`src/rtl/add_serial_pkg.sv`:
```
// Shared definitions for the add_serial sequencer and the adder bench.
// State encoding plus default width and adder latency.
package add_serial_pkg;

  localparam int ADD_WIDTH    = 8;
  localparam int ADD_DONE_LAT = 11;

  typedef enum logic [1:0] {
    S_IDLE  = 2'd0,
    S_START = 2'd1,
    S_WAIT  = 2'd2,
    S_CAP   = 2'd3
  } state_t;

endpackage

```
`src/rtl/add_serial_seq_if.sv`:
```
// Operand stream, adder drive and result stream of the add_serial sequencer.
// slave is the sequencer's view; master is the view of whoever surrounds it.
interface add_serial_seq_if
  import add_serial_pkg::*;
#(
  parameter int WIDTH = ADD_WIDTH
);

  logic             in_valid;
  logic             in_ready;
  logic [WIDTH-1:0] in_a;
  logic [WIDTH-1:0] in_b;

  logic             add_en;
  logic [WIDTH-1:0] add_a;
  logic [WIDTH-1:0] add_b;
  logic [WIDTH-1:0] add_out;

  logic             res_valid;
  logic             res_ready;
  logic [WIDTH-1:0] res_sum;

  modport slave (
    input  in_valid, in_a, in_b, add_out, res_ready,
    output in_ready, add_en, add_a, add_b, res_valid, res_sum
  );

  modport master (
    output in_valid, in_a, in_b, add_out, res_ready,
    input  in_ready, add_en, add_a, add_b, res_valid, res_sum
  );

endinterface

```
`src/rtl/add_serial_opfifo.sv`:
```
// Small synchronous operand FIFO; head is the entry at the read pointer.
// Pointers carry one extra wrap bit so full and empty are distinguishable.
module add_serial_opfifo
  import add_serial_pkg::*;
#(
  parameter int WIDTH = 2 * ADD_WIDTH,
  parameter int DEPTH = 2
) (
  input  logic             clk,
  input  logic             rst,
  input  logic             push,
  input  logic [WIDTH-1:0] wdata,
  input  logic             pop,
  output logic             full,
  output logic             empty,
  output logic [WIDTH-1:0] head
);

  localparam int AW = $clog2(DEPTH);

  logic [WIDTH-1:0] mem [DEPTH];
  logic [AW:0]      wr_ptr;
  logic [AW:0]      rd_ptr;
  logic             do_push;
  logic             do_pop;

  assign empty   = (wr_ptr == rd_ptr);
  assign full    = (wr_ptr[AW] != rd_ptr[AW]) && (wr_ptr[AW-1:0] == rd_ptr[AW-1:0]);
  assign do_pop  = pop && !empty;
  // A push into a full FIFO is legal when the head leaves in the same cycle.
  assign do_push = push && (!full || do_pop);
  assign head    = mem[rd_ptr[AW-1:0]];

  always_ff @(posedge clk or negedge rst) begin
    if (!rst) begin
      wr_ptr <= '0;
      rd_ptr <= '0;
      for (int i = 0; i < DEPTH; i++) mem[i] <= '0;
    end else begin
      if (do_push) begin
        mem[wr_ptr[AW-1:0]] <= wdata;
        wr_ptr              <= wr_ptr + (AW+1)'(1);
      end
      if (do_pop) rd_ptr <= rd_ptr + (AW+1)'(1);
    end
  end

endmodule

```
`src/rtl/add_serial_seq.sv`:
```
// Sequencer for the add_serial bit-serial adder: queues operand pairs,
// pulses the adder en to start/release and registers each result.
//
// state   | meaning
// S_IDLE  | waiting for an operand pair in the FIFO
// S_START | start pulse on add_en, operands = FIFO head (cycle 0)
// S_WAIT  | counting adder latency
// S_CAP   | capture result, release pulse and pop when output reg free
module add_serial_seq
  import add_serial_pkg::*;
#(
  parameter int WIDTH    = ADD_WIDTH,
  parameter int DEPTH    = 2,
  parameter int DONE_LAT = ADD_DONE_LAT
) (
  input  logic                 clk,
  input  logic                 rst,
  add_serial_seq_if.slave      bus,
  output logic                 busy
);

  localparam int CNT_W = $clog2(DONE_LAT) + 1;

  state_t             state;
  state_t             state_nx;
  logic [CNT_W-1:0]   wait_cnt;
  logic               capture;
  logic               push;
  logic               full;
  logic               empty;
  logic [2*WIDTH-1:0] head;

  assign capture      = (state == S_CAP) && (!bus.res_valid || bus.res_ready);
  assign bus.in_ready = !full || capture;
  assign push         = bus.in_valid && bus.in_ready;

  // The operand is only popped on capture, so add_a/add_b stay put mid-operation.
  add_serial_opfifo #(
    .WIDTH (2 * WIDTH),
    .DEPTH (DEPTH)
  ) u_fifo (
    .clk   (clk),
    .rst   (rst),
    .push  (push),
    .wdata ({bus.in_a, bus.in_b}),
    .pop   (capture),
    .full  (full),
    .empty (empty),
    .head  (head)
  );

  assign bus.add_a = head[2*WIDTH-1:WIDTH];
  assign bus.add_b = head[WIDTH-1:0];
  assign busy      = (state != S_IDLE) || !empty;

  always_ff @(posedge clk or negedge rst) begin
    if (!rst) state <= S_IDLE;
    else      state <= state_nx;
  end

  always_comb begin
    state_nx   = state;
    bus.add_en = 1'b0;
    case (state)
      S_IDLE:  if (!empty) state_nx = S_START;
      S_START: begin
        bus.add_en = 1'b1;
        state_nx   = S_WAIT;
      end
      S_WAIT:  if (wait_cnt == CNT_W'(DONE_LAT - 1)) state_nx = S_CAP;
      S_CAP:   if (capture) begin
        bus.add_en = 1'b1;
        state_nx   = S_IDLE;
      end
      default: state_nx = S_IDLE;
    endcase
  end

  // Counter equals the cycle index relative to the start pulse.
  always_ff @(posedge clk or negedge rst) begin
    if (!rst) begin
      wait_cnt <= '0;
    end else if (state == S_IDLE) begin
      wait_cnt <= '0;
    end else if (state == S_START || state == S_WAIT) begin
      wait_cnt <= wait_cnt + CNT_W'(1);
    end
  end

  always_ff @(posedge clk or negedge rst) begin
    if (!rst) begin
      bus.res_valid <= 1'b0;
      bus.res_sum   <= '0;
    end else if (capture) begin
      bus.res_valid <= 1'b1;
      bus.res_sum   <= bus.add_out;
    end else if (bus.res_ready) begin
      bus.res_valid <= 1'b0;
    end
  end

endmodule

```
`src/flat_wrapper.sv`:
```
// flat-port wrapper written by rule: the top's interface ports become plain ports
module add_serial_seq_flat import add_serial_pkg::*;
#(
  parameter int WIDTH    = ADD_WIDTH,
  parameter int DEPTH    = 2,
  parameter int DONE_LAT = ADD_DONE_LAT
)
  (clk, rst, busy, bus_in_valid, bus_in_a, bus_in_b, bus_add_out, bus_res_ready, bus_in_ready, bus_add_en, bus_add_a, bus_add_b, bus_res_valid, bus_res_sum);
  add_serial_seq_if #(.WIDTH(WIDTH)) bus_i ();
  input  logic clk;
  input  logic rst;
  output logic busy;
  input wire logic [$bits(bus_i.in_valid)-1:0] bus_in_valid;
  input wire logic [$bits(bus_i.in_a)-1:0] bus_in_a;
  input wire logic [$bits(bus_i.in_b)-1:0] bus_in_b;
  input wire logic [$bits(bus_i.add_out)-1:0] bus_add_out;
  input wire logic [$bits(bus_i.res_ready)-1:0] bus_res_ready;
  output wire logic [$bits(bus_i.in_ready)-1:0] bus_in_ready;
  output wire logic [$bits(bus_i.add_en)-1:0] bus_add_en;
  output wire logic [$bits(bus_i.add_a)-1:0] bus_add_a;
  output wire logic [$bits(bus_i.add_b)-1:0] bus_add_b;
  output wire logic [$bits(bus_i.res_valid)-1:0] bus_res_valid;
  output wire logic [$bits(bus_i.res_sum)-1:0] bus_res_sum;
  assign bus_i.in_valid = bus_in_valid;
  assign bus_i.in_a = bus_in_a;
  assign bus_i.in_b = bus_in_b;
  assign bus_i.add_out = bus_add_out;
  assign bus_i.res_ready = bus_res_ready;
  assign bus_in_ready = bus_i.in_ready;
  assign bus_add_en = bus_i.add_en;
  assign bus_add_a = bus_i.add_a;
  assign bus_add_b = bus_i.add_b;
  assign bus_res_valid = bus_i.res_valid;
  assign bus_res_sum = bus_i.res_sum;
  add_serial_seq #(.WIDTH(WIDTH), .DEPTH(DEPTH), .DONE_LAT(DONE_LAT)) u_core (.clk(clk), .rst(rst), .bus(bus_i), .busy(busy));
endmodule
```
`config.mk`:
```
export PLATFORM = sky130hd
export DESIGN_NAME = add_serial_seq_flat
export DESIGN_NICKNAME = d
export VERILOG_FILES = /design/src/rtl/add_serial_pkg.sv /design/src/rtl/add_serial_seq_if.sv /design/src/rtl/add_serial_opfifo.sv /design/src/rtl/add_serial_seq.sv /design/src/flat_wrapper.sv
export SDC_FILE = /design/constraint.sdc
export NUM_CORES = 1
export LEC_CHECK = 0
export ABC_AREA = 1
export CORE_MARGIN = 4
export CORE_UTILIZATION = 50
export DETAILED_ROUTE_END_ITERATION = 8
export PLACE_DENSITY = 0.79
export SLEW_MARGIN = 10
export SYNTH_ARGS = -nofsm -noshare
export SYNTH_HDL_FRONTEND = slang
export SYNTH_SLANG_ARGS = --single-unit
```
`constraint.sdc`:
```
create_clock -name clk -period 3.9 [get_ports clk]
set_input_delay 0.585 -clock clk [delete_from_list [all_inputs] [get_ports clk]]
set_output_delay 0.585 -clock clk [all_outputs]
set_load 0.01 [all_outputs]
```
==> results.ini, run 1 <==
[drt]
wl_met1_um = 2550
routed-wl-met3_um = 316
drt_iter0_drc = 157
dr.pass1.iters = 4
routed_wl_um = 5830
top_layer = met4
wl_per_cell_um = 13.4
vias = 2224
met2_length_um = 2910
viasPerCell = 5.12
drc = 0
ant_nets = 0

[global_routing]
grt_use_total_pct = 19.9
grt_pass1_wl_um = 9910
grt_pass1_vias = 2272
grt.overflow.total = 0
antenna_found_initial = 0
grt_max_degree = 40

[logic_synthesis]
syn-num-nets = 351
yosys.area_share.adder_pct = 3.45
yosysUniqueCellTypes = 25
synth_top_family_by_area = simple AND/OR/NAND/NOR gates
syn_area_mm2 = 0.00254
muxShareOfSynthArea_pct = 0
synth_compound_area_share_pct = 0.985
synth_most_common_cell = nand2_1
syn_avg_cell_area_um2 = 8.04
synth_area_leader_cell = dfrtp_1
async_reset_ff_share_pct = 100
netlist_instances = 316
synth_area_leaders = dfrtp_1 51%, nand2_1 24%, nand4_1 8.1%
synth-xor-area-share_pct = 0.689
synth-simple-area-share_pct = 38.1
synth_edf_count = 0
yosys.area.top_type_share_pct = 51.2
synth-seq-area-share_pct = 51.2
synth_top_flop_cell = dfrtp_1
synth_common_cells = 165 x nand2_1, 52 x dfrtp_1, 33 x nand4_1
yosys_register_bits = 52
yosysWarnings = 0

[critical_path]
cp-start-kind = flip-flop
rrSetupSlack_ns = 1.82
path_cells = inv_1 > nand2_1 > nand2_2 > nand3_4 > clkdlybuf4s50_1
cp_max_fo = 37
path_buf_inv = 2
max_stage_delay_ns = 0.62
cp.required_ns = 3.31
r2r_cells = 7
worstSetupPathType = reg -> out
endpoint_kind = output pin
path_depth = 5
slowest_stage = clkdlybuf4s50_1
arrival_ns = 2.41
cp_top_family = buffers and inverters

[pwr]
p_leak_nw = 1.66
p_per_area_mw_per_mm2 = 843
vdd_drop_max_v = 0.000380

[clocking]
clk_latency_ns = 0.32
cts_tree = built
clkTransAtPathRegs_ns = 0.10
cts_hold_buf = 0
cts_root_buf = clkbuf_8
ctsResizeCount = 0
ctsLongestPathBuffers = 2
postCtsSetupBuffers = 0
cts.sinks = 52
htree_levels = 2
cts_buffers = 5

[floorplan]
io_pins = 56
num_rows = 25
die_h_um = 79.3
die_w_um = 79.3
start_util_pct = 52.8
dieArea_mm2 = 0.00629
core-area_mm2 = 0.00482

[sta]
relSlewSlack_pct = 41.4
finalSetupViolCount = 0
drv_slew = 0
fin_crit_ns = 2.99
setup_slack_ns = 0.910
fin_skew_ns = 0.0114
rsz0062_at_grt = false
finalCritPeriodShare_pct = 76.7
fmax_ghz = 0.334
hold_viol_final = 0
fin_tns_setup_ns = 0
tightest_slew_ns = 0.878

[layout]
antenna_cells = 0
syn2layout_area_growth_pct = 27.1
nNetsFinal = 401
drive_above_1_share_pct = 5.99

[place]
place_ws_ns = 0.938
port_buffers = 55
gp_congestion = 0.768
dpl.hpwl_um = 3910

[run_status]
outcome = finished, final reports clean

[job]
timing.max_cap.violations = 0

[worst_hold_path]
hold_class = in -> async

registers in the layout, summed over array words and instances, names as in the netlist:
signal / cells
u_core.state: 2
u_core.u_fifo.rd_ptr: 2
u_core.u_fifo.mem: 32
u_core.u_fifo.wr_ptr: 2
u_core.bus.res_sum: 8
u_core.wait_cnt: 5
u_core.bus.res_valid: 1
metal layers:
metal | up-vias | GRT usage [%]
met5 | - | 0
met4 | 0 | 7.39
met3 | 4 | 4.20
met2 | 56 | 34.1
met1 | 1055 | 24.8
li1 | 1109 | -
final cells by class:
class	instances	area [um2]
Fill cell	428	1590
Sequential cell	52	1300
Multi-Input combinational cell	233	1100
Timing Repair Buffer	59	576
Tap cell	67	83.8
Clock buffer	5	68.8
Inverter	15	56.3
Clock inverter	3	46.3
power breakdown:
group	internal [W]	total (W)	leakage, nW	switching (W)
combinational	0.000602	0.00140	0.961	0.000795
sequential	0.000793	0.000944	0.648	0.000151
clock	0.000193	0.000382	0.0548	0.000188
worst register-to-register path: stages (launching register included):
cell     delay (ns)
dfrtp_1        0.39
inv_1          0.46
nand2_1        0.14
nand2_2        0.13
nand3_4        0.35
nand3_4        0.36
nand2_1        0.11
nand2_1        0.08
logic make-up (layout without fill, tap and decap cells):
group | after synthesis | after routing
flip-flops | 52 | 52
buffers and inverters | 31 | 82
XOR/XNOR | 2 | 2
AO/OA/AOI/OAI | 5 | 5
AND/OR/NAND/NOR | 219 | 219
adder cells (fa/ha/maj) | 7 | 7
path summary, 6_finish.rpt:
check | from | endpoint
setup / recovery | u_core.u_fifo.rd_ptr[0]$_DFFE_PN0P_ | bus_in_ready
hold / removal | rst | u_core.u_fifo.mem[28]$_DFFE_PN0P_
setup reg to reg | u_core.u_fifo.rd_ptr[0]$_DFFE_PN0P_ | u_core.u_fifo.mem[24]$_DFFE_PN0P_
hold reg to reg | u_core.u_fifo.mem[17]$_DFFE_PN0P_ | u_core.u_fifo.mem[17]$_DFFE_PN0P_
max in group asynchronous | rst | u_core.u_fifo.mem[19]$_DFFE_PN0P_
min in group clk | u_core.u_fifo.mem[17]$_DFFE_PN0P_ | u_core.u_fifo.mem[17]$_DFFE_PN0P_
placed cells by master (no fill, tap or decap), types with 2 or more instances in the layout:
cell and instances:
a21oi_1 3, buf_4 4, clkbuf_8 5, clkdlybuf4s50_1 54, dfrtp_1 52, ha_1 7
inv_1 11, inv_2 3, nand2_1 165, nand2_2 2, nand3_1 6, nand3_4 3
nand4_1 33, nor2_1 6
per-stage QoR:
stage	hold slack, ns	std cells	area (um2)	power [W]	util [%]
2_1_floorplan	0.289	316	2540	0.00179	-
3_3_place_gp	0.453	426	3110	0.00230	64.6
3_5_place_dp	0.459	426	3110	0.00235	64.6
4_1_cts	0.403	434	3230	0.00274	67.0
5_1_grt	0.445	434	3230	0.00294	67.0
6_report	0.382	434	3230	0.00272	67.0
Power figures use the tool's default switching activity.
==> run 2, diff against run 1 <==
- CORE_UTILIZATION: 50 -> 45
- PLACE_DENSITY: 0.79 -> 0.75
- clock period: 3.9 -> 2.52 ns (I/O delays scaled with it)
==> run 2 against run 1 <==
Effect of this change: register-to-register slack worse by 1.3 ns; sequential power grew 56%; via count is 0.67% higher; largest cell class unchanged.
==> results.ini, run 2 (synthesized netlist as in run 1, its figures left out) <==
[run_status]
outcome = finished, final reports clean  ; unchanged

[drt]
ant_nets = 0  ; unchanged
viasPerCell = 5.03  ; was 5.12
dr.pass1.iters = 4  ; unchanged
routed_wl_um = 5680  ; was 5830 um
drc = 0  ; unchanged
vias = 2239  ; was 2224
wl_per_cell_um = 12.8  ; was 13.4 um
drt_iter0_drc = 181  ; was 157

[clocking]
cts.sinks = 52  ; unchanged
cts_buffers = 5  ; unchanged
ctsResizeCount = 0  ; unchanged
cts_hold_buf = 0  ; unchanged
cts_tree = built  ; unchanged
htree_levels = 2  ; unchanged
clk_latency_ns = 0.30  ; was 0.32 ns
clkTransAtPathRegs_ns = 0.09  ; was 0.10 ns
cts_root_buf = clkbuf_8  ; unchanged
postCtsSetupBuffers = 0  ; unchanged
ctsLongestPathBuffers = 2  ; unchanged

[layout]
largest-register = u_core.u_fifo.mem  ; unchanged
antenna_cells = 0  ; unchanged
nNetsFinal = 407  ; was 401
final_common_cell = nand2_1  ; unchanged
drive_above_1_share_pct = 7.51  ; was 5.99%
top_regs = u_core.u_fifo.mem: 32 flops, u_core.bus.res_sum: 8 flops, u_core.wait_cnt: 5 flops  ; unchanged
syn2layout_area_growth_pct = 29.0  ; was 27.1%
largest_reg_flops = 32  ; unchanged
final_cell_mix = 165 x nand2_1, 54 x clkdlybuf4s50_1, 52 x dfrtp_1  ; unchanged

[sta]
whs_ns = 0.176  ; was 0.382 ns
finalSetupViolCount = 0  ; unchanged
fmax_ghz = 0.427
fin_skew_ns = 0.00602  ; was 0.0114 ns
tightest_slew_ns = 0.648  ; was 0.878 ns
hold_viol_final = 0  ; unchanged
drv_slew = 0  ; unchanged
fin_tns_setup_ns = 0  ; unchanged
rsz0062_at_grt = false  ; unchanged
relSlewSlack_pct = 56.8  ; was 41.4%
fin_crit_ns = 2.34
finalCritPeriodShare_pct = 93.0

[place]
dpl.hpwl_um = 3840  ; was 3910 um
gp_congestion = 0.835  ; was 0.768
port_buffers = 55  ; unchanged

[floorplan]
io_pins = 56  ; unchanged
start_util_pct = 46.1  ; was 52.8%
num_rows = 27  ; was 25
core-area_mm2 = 0.00551  ; was 0.00482 mm2
dieArea_mm2 = 0.00691  ; was 0.00629 mm2
die_w_um = 83.1  ; was 79.3 um
die_h_um = 83.1  ; was 79.3 um

[global_routing]
grt_max_degree = 53  ; was 40
antenna_found_initial = 0  ; unchanged
grt_use_total_pct = 17.7  ; was 19.9%
grt.overflow.total = 0  ; unchanged
use_met3_pct = 2.58  ; was 4.20%
grt_pass1_vias = 2253  ; was 2272
use_met2_pct = 31.0  ; was 34.1%
met1_usage_pct = 22.2  ; was 24.8%
grt_pass1_wl_um = 10300  ; was 9910 um
grt_busiest_layer = met2  ; unchanged

[critical_path]
slowest_stage = clkdlybuf4s50_1  ; unchanged
cp-start-kind = flip-flop  ; unchanged
cp.required_ns = 2.14  ; was 3.31 ns
cp_top_family = buffers and inverters  ; unchanged
path_depth = 5  ; unchanged
arrival_ns = 1.97  ; was 2.41 ns
cp_max_fo = 8  ; was 37
path_cells = inv_1 > nand2_1 > nand2_2 > nand3_1 > clkdlybuf4s50_1  ; was inv_1 > nand2_1 > nand2_2 > nand3_4 > clkdlybuf4s50_1
path_buf_inv = 2  ; unchanged
worstSetupPathType = reg -> out  ; unchanged
endpoint_kind = output pin  ; unchanged
r2r_cells = 8  ; was 7
max_stage_delay_ns = 0.57  ; was 0.62 ns

[pwr]
p_leak_nw = 1.69  ; was 1.66 nW
vdd_drop_max_v = 0.000671  ; was 0.000380 V
p_per_area_mw_per_mm2 = 1290  ; was 843 mW/mm2

[worst_hold_path]
hold_class = in -> async  ; unchanged

[job]
timing.max_cap.violations = 0  ; unchanged

run 2: cell count changes in the layout (fill, tap and decap cells not counted):
cell	previous run	this run
buf_4	4	10
clkinv_2	0	1
inv_6	1	0
run 2: power breakdown:
group | switching [W] | leakage (nW) | internal [W]
combinational | 0.00121 | 0.989 | 0.000981
clock | 0.000266 | 0.0541 | 0.000294
sequential | 0.000246 | 0.648 | 0.00123
run 2: layer usage:
layer  vias up  part of all wire [%]  routed length, um
li1       1122                     -                  -
met5         -                     0                  0
met4         0                   1.8                100
met1      1067                    45               2580
met2        43                    49               2800
met3         7                   3.5                201
run 2: final cells by class:
type | instances | area, um2
fillers | 487 | 2230
flip-flops and latches | 52 | 1300
multi-input cells | 233 | 1100
repair buffers | 65 | 621
well taps | 72 | 90.1
clock buffers | 5 | 68.8
inverters | 15 | 56.3
clock inverters | 3 | 42.5
run 2: worst paths after layout:
path                       slack [ns]                                 to                           startpoint
setup / recovery                 0.18                               busy  u_core.u_fifo.rd_ptr[0]$_DFFE_PN0P_
hold / removal                   0.18   u_core.u_fifo.mem[4]$_DFFE_PN0P_                                  rst
setup reg to reg                 0.53  u_core.u_fifo.mem[25]$_DFFE_PN0P_  u_core.u_fifo.rd_ptr[0]$_DFFE_PN0P_
hold reg to reg                  0.48  u_core.u_fifo.mem[14]$_DFFE_PN0P_    u_core.u_fifo.mem[14]$_DFFE_PN0P_
max in group asynchronous        1.91  u_core.bus.res_sum[4]$_DFFE_PN0P_                                  rst
min in group clk                 0.48  u_core.u_fifo.mem[14]$_DFFE_PN0P_    u_core.u_fifo.mem[14]$_DFFE_PN0P_
run 2: worst reg2reg max path, delay by kind of cell (launching register included):
kind                   cells  cell delay [ns]
and+or+nand+nor            6             0.82
buffers and inverters      2             0.57
DFF                        1             0.51
run 2: stage by stage:
stage	std cells	setup slack [ns]	total power, W	utilization, %	area (um2)
finish	445	0.176	0.00422	59.5	3280
global route	445	0.0226	0.00463	59.5	3280
CTS	445	0.157	0.00427	59.5	3280
detailed placement	437	0.258	0.00370	57.5	3170
global placement	437	0.289	0.00364	57.5	3170
floorplan	316	0.907	0.00277	-	2540
==> run 3, diff against run 2 <==
- CORE_MARGIN: 4 -> 5
==> run 3 against run 2 <==
Effect of this change: global-route usage is 0.51 points lower; count of clock-buffer cells in the layout increased by 2; register-to-register slack better by 0.08 ns; largest cell class unchanged.
==> results.ini, run 3 (synthesized netlist as in run 1, its figures left out) <==
[critical_path]
worstReg2RegStart = u_core.state[0]$_DFFE_PN0P_  ; was u_core.u_fifo.rd_ptr[0]$_DFFE_PN0P_
r2r_cells = 7  ; was 8
r2r_end = u_core.u_fifo.wr_ptr[1]$_DFFE_PN0P_  ; was u_core.u_fifo.mem[25]$_DFFE_PN0P_
path_depth = 5  ; unchanged
rrSetupSlack_ns = 0.61  ; was 0.53 ns
slowest_stage = clkdlybuf4s50_1  ; unchanged
path_cells = ha_1 > nand2_2 > inv_2 > or2_1 > clkdlybuf4s50_1  ; was inv_1 > nand2_1 > nand2_2 > nand3_1 > clkdlybuf4s50_1
cp_max_fo = 10  ; was 8
path_buf_inv = 2  ; unchanged
cp.required_ns = 2.14  ; about the same
endpoint_kind = output pin  ; unchanged
worstSetupPathType = reg -> out  ; unchanged
cp_top_family = buffers and inverters  ; unchanged
max_stage_delay_ns = 0.48  ; was 0.57 ns
cp-start-kind = flip-flop  ; unchanged
arrival_ns = 1.96  ; was 1.97 ns

[layout]
largest_reg_flops = 32  ; unchanged
final_cells = 445  ; unchanged
nFillCells = 493  ; was 487
drive_above_1_share_pct = 7.51  ; unchanged
syn2layout_area_growth_pct = 30.0  ; was 29.0%
top_regs = u_core.u_fifo.mem: 32 flops, u_core.bus.res_sum: 8 flops, u_core.wait_cnt: 5 flops  ; unchanged
final_cell_area_mm2 = 0.00330  ; was 0.00328 mm2
final_util_pct = 60.0  ; was 59.5%
final_cell_mix = 165 x nand2_1, 54 x clkdlybuf4s50_1, 52 x dfrtp_1  ; unchanged
largest-register = u_core.u_fifo.mem  ; unchanged
final_common_cell = nand2_1  ; unchanged
nNetsFinal = 407  ; unchanged
antenna_cells = 0  ; unchanged

[sta]
hold_viol_final = 0  ; unchanged
finalSetupViolCount = 0  ; unchanged
fin_skew_ns = 0.00940  ; was 0.00602 ns
fmax_ghz = 0.428  ; was 0.427 GHz
drv_slew = 0  ; unchanged
fin_crit_ns = 2.34  ; about the same
relSlewSlack_pct = 59.4  ; was 56.8%
fin_tns_setup_ns = 0  ; unchanged
tightest_slew_ns = 0.608  ; was 0.648 ns
rsz0062_at_grt = false  ; unchanged
finalCritPeriodShare_pct = 92.7  ; was 93.0%

[clocking]
clkTransAtPathRegs_ns = 0.09  ; about the same
cts_buffers = 5  ; unchanged
cts.sinks = 52  ; unchanged
postCtsSetupBuffers = 0  ; unchanged
htree_levels = 2  ; unchanged
cts_root_buf = clkbuf_8  ; unchanged
ctsLongestPathBuffers = 2  ; unchanged
ctsResizeCount = 0  ; unchanged
cts_tree = built  ; unchanged
clk_latency_ns = 0.30  ; about the same
cts_hold_buf = 0  ; unchanged

[drt]
wl_per_cell_um = 13.0  ; was 12.8 um
routed_wl_um = 5790  ; was 5680 um
vias = 2248  ; was 2239
viasPerCell = 5.05  ; was 5.03
dr.pass1.iters = 4  ; unchanged
ant_nets = 0  ; unchanged
drt_iter0_drc = 176  ; was 181
drc = 0  ; unchanged

[place]
gp_congestion = 0.778  ; was 0.835
placed_cells = 437  ; unchanged
placed_area_mm2 = 0.00318  ; was 0.00317 mm2
port_buffers = 55  ; unchanged
dpl.hpwl_um = 4050  ; was 3840 um

[global_routing]
grt_pass1_vias = 2300  ; was 2253
grt.overflow.total = 0  ; unchanged
grt_use_total_pct = 17.2  ; was 17.7%
grt_pass1_wl_um = 10200  ; was 10300 um
grt_max_degree = 37  ; was 53
antenna_found_initial = 0  ; unchanged

[floorplan]
die_h_um = 85.1  ; was 83.1 um
dieArea_mm2 = 0.00725  ; was 0.00691 mm2
io_pins = 56  ; unchanged
start_util_pct = 46.1  ; unchanged
num_rows = 27  ; unchanged
die_w_um = 85.1  ; was 83.1 um
core-area_mm2 = 0.00551  ; unchanged

[job]
timing.max_cap.violations = 0  ; unchanged

[pwr]
vdd_drop_max_v = 0.000616  ; was 0.000671 V
p_per_area_mw_per_mm2 = 1300  ; was 1290 mW/mm2
p_leak_nw = 1.71  ; was 1.69 nW
power_w = 0.00429  ; was 0.00422 W

[run_status]
outcome = finished, final reports clean  ; unchanged

[worst_hold_path]
hold_class = in -> async  ; unchanged

[run 3: cell types whose count changed in the layout (fill, tap and decap cells not counted)]
cell	delta
buf_4	-1
clkbuf_8	+2
clkinvlp_4	-1
buf_12	+1
clkinv_2	-1
[run 3: power breakdown]
group / switching, W / internal (W) / leakage [nW] / total [W]
clock: 0.000262 / 0.000351 / 0.0645 / 0.000612
sequential: 0.000238 / 0.00123 / 0.648 / 0.00147
combinational: 0.00122 / 0.000987 / 0.994 / 0.00221
total: 0.00172 / 0.00257 / 1.71 / 0.00429
[run 3: final cells by class]
type / instances / area (um2) / share of cell area [%]
sequential: 52 / 1300 / 39.4
tap: 72 / 90.1 / 2.73
clock inverter: 1 / 30.0 / 0.909
inverter: 15 / 56.3 / 1.70
clock buffer: 7 / 96.3 / 2.92
multi-input combinational: 233 / 1100 / 33.2
timing repair buffer: 65 / 633 / 19.2
[run 3: stage by stage]
step	hold WS, ns	setup slack [ns]
finish	0.0828	0.184
global route	0.126	0.0861
CTS	0.0973	0.161
detailed placement	0.427	0.237
global placement	0.427	0.282
floorplan	0.0824	0.907
[run 3: worst max path at each step]
stage / start / end / slack [ns]
finish: u_core.state[0]$_DFFE_PN0P_ / bus_add_en / 0.18
global route: u_core.state[0]$_DFFE_PN0P_ / bus_add_en / 0.09
CTS: u_core.state[0]$_DFFE_PN0P_ / bus_add_en / 0.16
detailed placement: bus_res_ready / bus_add_en / 0.24
global placement: bus_res_ready / bus_in_ready / 0.28
floorplan: u_core.state[0]$_DFFE_PN0P_ / bus_add_en / 0.91
[run 3: worst register-to-register path: cells and delay by family, from the launching register on]
| kind | cells | cell delay (ns) |
|---|---|---|
| buffers and inverters | 1 | 0.35 |
| DFF | 1 | 0.44 |
| adders and majority gates | 1 | 0.21 |
| and+or+nand+nor | 5 | 0.78 |
[run 3: per-layer routing]
metal | GRT usage, % | vias to the layer above | share of wire [%]
li1 | - | 1129 | -
met1 | 21.2 | 1065 | 43
met2 | 29.7 | 47 | 51
met3 | 3.69 | 7 | 4.5
met4 | 5.76 | 0 | 1.2
met5 | 0 | - | 0
